**config.mk**
```make
export PLATFORM = sky130hd
export DESIGN_NAME = wb_trace_fifo
export DESIGN_NICKNAME = d
export VERILOG_FILES = /design/src/rtl/wb_trace_fifo.sv
export SDC_FILE = /design/constraint.sdc
export NUM_CORES = 1
export LEC_CHECK = 0
export CAP_MARGIN = 20
export CORE_AREA = 2 2 207 413
export CTS_CLUSTER_DIAMETER = 30
export DETAILED_ROUTE_END_ITERATION = 10
export DIE_AREA = 0 0 209 415
export DONT_BUFFER_PORTS = 1
export GPL_ROUTABILITY_DRIVEN = 0
export HOLD_SLACK_MARGIN = 0.1
export PLACE_DENSITY = 0.61
export SETUP_SLACK_MARGIN = 0.4
export SYNTH_ARGS = -nofsm -noshare
export SYNTH_HDL_FRONTEND = slang
export SYNTH_SLANG_ARGS = --single-unit
export TNS_END_PERCENT = 30
```
**constraint.sdc**
```tcl
create_clock -name clk -period 24.1 [get_ports clk]
set_input_delay 4.82 -clock clk [delete_from_list [all_inputs] [get_ports clk]]
set_output_delay 4.82 -clock clk [all_outputs]
set_load 0.01 [all_outputs]
```
**src/rtl/wb_trace_fifo.sv**
```systemverilog
// Write-back trace capture FIFO: tags retiring register writes with a sequence number and drops on full.
// Optional build macro TRACE_SKIP_R0_EN excludes writes to r0 from capture entirely.
module wb_trace_fifo #(
  parameter int DEPTH = 8
) (
  input  logic                     clk,
  input  logic                     reset,
  input  logic [31:0]              debug_wb_pc,
  input  logic [3:0]               debug_wb_rf_we,
  input  logic [4:0]               debug_wb_rf_wnum,
  input  logic [31:0]              debug_wb_rf_wdata,
  input  logic                     clear,
  output logic                     out_valid,
  input  logic                     out_ready,
  output logic [31:0]              out_pc,
  output logic [3:0]               out_we,
  output logic [4:0]               out_wnum,
  output logic [31:0]              out_wdata,
  output logic [15:0]              out_seq,
  output logic [$clog2(DEPTH):0]   count,
  output logic                     overflow,
  output logic [15:0]              drop_cnt
);

  localparam int AW = $clog2(DEPTH);
  localparam int RW = 89;
  localparam logic [AW:0] FULL_CNT = (AW+1)'(DEPTH);

  logic [RW-1:0] r_mem [DEPTH];
  logic [AW-1:0] r_wr_ptr;
  logic [AW-1:0] r_rd_ptr;
  logic [AW:0]   r_count;
  logic          r_overflow;
  logic [15:0]   r_drop_cnt;
  logic [15:0]   r_seq;

  logic          w_cap;
  logic          w_full;
  logic          w_pop;
  logic          w_push;
  logic          w_drop;
  logic          w_flush;
  logic [RW-1:0] w_head;

`ifdef TRACE_SKIP_R0_EN
  assign w_cap = (debug_wb_rf_we != 4'd0) && (debug_wb_rf_wnum != 5'd0);
`else
  assign w_cap = (debug_wb_rf_we != 4'd0);
`endif

  assign w_flush = reset || clear;
  assign w_full  = (r_count == FULL_CNT);
  assign w_pop   = out_valid && out_ready;
  // A pop frees the slot in the same edge, so a full FIFO can still accept a record.
  assign w_push  = w_cap && (!w_full || w_pop);
  assign w_drop  = w_cap && w_full && !w_pop;

  always_ff @(posedge clk) begin
    if (w_flush) begin
      r_wr_ptr   <= '0;
      r_rd_ptr   <= '0;
      r_count    <= '0;
      r_overflow <= 1'b0;
      r_drop_cnt <= '0;
      r_seq      <= '0;
    end else begin
      if (w_push) r_wr_ptr <= r_wr_ptr + 1'b1;
      if (w_pop)  r_rd_ptr <= r_rd_ptr + 1'b1;
      if (w_push && !w_pop)      r_count <= r_count + 1'b1;
      else if (w_pop && !w_push) r_count <= r_count - 1'b1;
      if (w_cap) r_seq <= r_seq + 1'b1;
      if (w_drop) begin
        r_overflow <= 1'b1;
        if (r_drop_cnt != 16'hFFFF) r_drop_cnt <= r_drop_cnt + 1'b1;
      end
    end
  end

  // Storage carries no reset; occupancy alone decides what is valid.
  always_ff @(posedge clk) begin
    if (!w_flush && w_push)
      r_mem[r_wr_ptr] <= {debug_wb_pc, debug_wb_rf_we, debug_wb_rf_wnum, debug_wb_rf_wdata, r_seq};
  end

  assign w_head    = r_mem[r_rd_ptr];
  assign out_valid = (r_count != '0);
  assign out_pc    = out_valid ? w_head[88:57] : 32'd0;
  assign out_we    = out_valid ? w_head[56:53] : 4'd0;
  assign out_wnum  = out_valid ? w_head[52:48] : 5'd0;
  assign out_wdata = out_valid ? w_head[47:16] : 32'd0;
  assign out_seq   = out_valid ? w_head[15:0]  : 16'd0;
  assign count     = r_count;
  assign overflow  = r_overflow;
  assign drop_cnt  = r_drop_cnt;

endmodule

```
==> qor.txt <==
Startpoint Class = flop
Cell variety after synth = 37
Non-Filler Instances = 2,604
Synth Area in Compound Gates = 0.00997
Post-CTS Resized = 0
Clock slew at reported path FFs = 60 ps
Number of global-route vias before repair = 14,900
CP required = 19,280 ps
Worst hold path type = reg2reg
Core region area = 0.0835 mm²
Number of max-cap violations = 0
FMAX = 119 MHz
Boundary pin count = 188
H-tree depth = 3
Initial antenna violation count = 1
Syn nets = 1,484
Sequential share of the synthesized area = 0.766
Post-synthesis mux area share = 0.170
Leakage = 10.2 nW
Power density cells = 93.1 mW/mm²
FILL cells = 7,284
GRT Util Overall = 0.153
Slew Limit Fails = 0
Max VDD drop = 0.0000636 V
Outcome = complete, no violations
Die ar. = 0.0867 mm²
Root Driver = clkbuf_16
Longest Clk Path Bufs = 3
Final period util = 0.347
Yosys reg bits = 758
Routed len/inst = 25.3 µm
Rows = 150
TritonCTS Sinks = 758
DR vias/cell = 5.23
Syn Area/Cell = 20.8 µm²
Drt first pass iters = 4
Worst slew pin tran = 1040 ps
DP HPWL = 37,900 µm
Xor/xnor share of the synthesized area = 0.00391
First-pass GRT wire length = 97,500 µm
Post-Synth Adder-Cell Area = 0.00370
Total negative setup slack = 0 ps
Placed insts = 2,421
CP arrival = 3550 ps
Final period demand of the worst path = 8370 ps
WL final = 65,900 µm
Starting density of the core = 0.349
Setup violations, final = 0
WS Path Type = reg2out
CTS tree = done
Yosys warnings = 0
Die width = 209 µm
Worst slew margin = 0.305
Hold_buf cts = 0
Synthesized netlist cell count = 1,399
Share of post-route cells with drive strength above 1 = 0.248
Largest net degree at the start of global routing = 113
Largest family of logic cells by synthesized area = multiplexers
Setup Buffers After CTS = 0
RSZ-0062 raised after global routing = false
Clock Latency Late Sink = 670 ps
Layout Skew = 24.8 ps
Top FF cell, synth = edfxtp_1
DR iter-0 viols = 775
P&R area growth vs syn = 16.3%
Final Hold Fails = 0
Net count reported at finish = 1,541
Drt drc = 0
Post-Synth Simple-Gate Area = 0.0361
DR vias = 13,600
CP Capture Type = primary output
Number of routed nets with antenna violations = 0
Number of flops mapped to enable cells by yosys = 712
Die extent in y = 415 µm
Post-synth ARST share = 0
Critical path fanouts, max = 61
TritonCTS Buffers = 96
Port Buffers = 0
Total congestion overflow = 0
Final core utilization = 0.405
Pwr Total = 0.00315 W
Syn Std Cell Area = 0.0291 mm²
[synthesized netlist by cell type, drive strengths merged (8+ instances only)]
| cell type | n | area (µm²) |
|---|---|---|
| nand2 | 20 | 75.1 |
| nand4 | 11 | 68.8 |
| clkbuf | 35 | 131 |
| o31ai | 9 | 67.6 |
| mux4 | 178 | 4010 |
| nor4 | 8 | 50.1 |
| dfxtp | 46 | 921 |
| mux2i | 95 | 951 |
| or3 | 9 | 56.3 |
| a21oi | 23 | 115 |
| nand3 | 17 | 85.1 |
| nor2 | 123 | 462 |
| buf | 34 | 141 |
| or4 | 12 | 90.1 |
| edfxtp | 712 | 21400 |
| nor3 | 8 | 40.0 |
| xor2 | 9 | 78.8 |
[placed cells by master, fill, tap and decap left out, types with 9 or more instances in the layout]
master | Yosys | routed
edfxtp_1 | 712 | 712
mux4_2 | 178 | 178
nor2_1 | 123 | 116
clkbuf_16 | 0 | 97
mux2i_1 | 95 | 95
dfxtp_1 | 46 | 43
buf_4 | 0 | 25
a21oi_1 | 23 | 23
nand2_1 | 20 | 20
inv_6 | 0 | 19
nand3_1 | 17 | 17
or4_1 | 12 | 12
bufinv_16 | 0 | 12
nand4_1 | 11 | 11
clkbuf_1 | 35 | 11
o31ai_1 | 9 | 9
or3_1 | 9 | 9
xor2_1 | 9 | 9
clkinv_2 | 0 | 9
clkinvlp_4 | 0 | 9
[stage by stage]
stage	cell area (µm²)	worst slack, ps	hold slack [ps]
final	33900	15730	533
after global routing	33900	15440	557
after CTS	33800	15500	531
after detailed placement	30500	16190	520
after global placement	30500	16220	517
after floorplan	29100	11820	454
[path summary, 6_finish.rpt]
path | cells past startpoint | to | slack [ps] | start
worst max-delay path | 4 | out_seq[10] | 15730 | flop
worst min-delay path | 2 | overflow | 530 | overflow
worst max register to register | 6 | r_mem[0][59] | 20670 | count[3]
worst min register to register | 2 | overflow | 530 | overflow
[cells by family (layout without fill, tap and decap cells)]
group                    after synthesis  count (layout)
multiplexers                         273             273
AND/OR/NAND/NOR                      225             225
other                                  0               1
XOR/XNOR                              13              13
adder cells (fa/ha/maj)                8               8
flip-flops                           758             758
AO/OA/AOI/OAI                         48              48
buffers and inverters                 74             214
[layer usage]
layer / track usage / part of all wire / vias to the layer above
met5: 0 / 0 / -
met4: 0.0528 / 0.023 / 0
met3: 0.0418 / 0.065 / 104
met2: 0.282 / 0.55 / 370
met1: 0.168 / 0.37 / 7254
li1: - / - / 5893
[area by class of cell]
class / count / area (µm²) / share of cell area
well taps: 1064 / 1330 / 0.0393
clock inverters: 72 / 886 / 0.0262
flip-flops and latches: 758 / 22300 / 0.659
clock buffers: 109 / 2480 / 0.0733
diodes: 1 / 2.50 / 0.0000739
inverters: 5 / 18.8 / 0.000554
multi-input cells: 567 / 6590 / 0.195
repair buffers: 28 / 233 / 0.00687
[flip-flops by register name (all words and copies together), names as in the netlist, named ones only]
signal / count
drop_cnt: 16
overflow: 1
r_seq: 16
r_mem: 712
r_wr_ptr: 3
count: 4
r_rd_ptr: 3
[power by group]
part	total (W)	leakage (nW)	internal (W)	switching, W
clock network	0.00148	1.62	0.000891	0.000584
registers	0.00146	6.78	0.00145	0.0000103
logic	0.000214	1.79	0.0000734	0.000141
[critical path, stage by stage (launching register included)]
cell and delay [ps]:
dfxtp_4 940, buf_4 830, mux4_2 410, mux2i_1 430, nor2_1 160
Note: power is estimated with default switching activity, not from simulation.
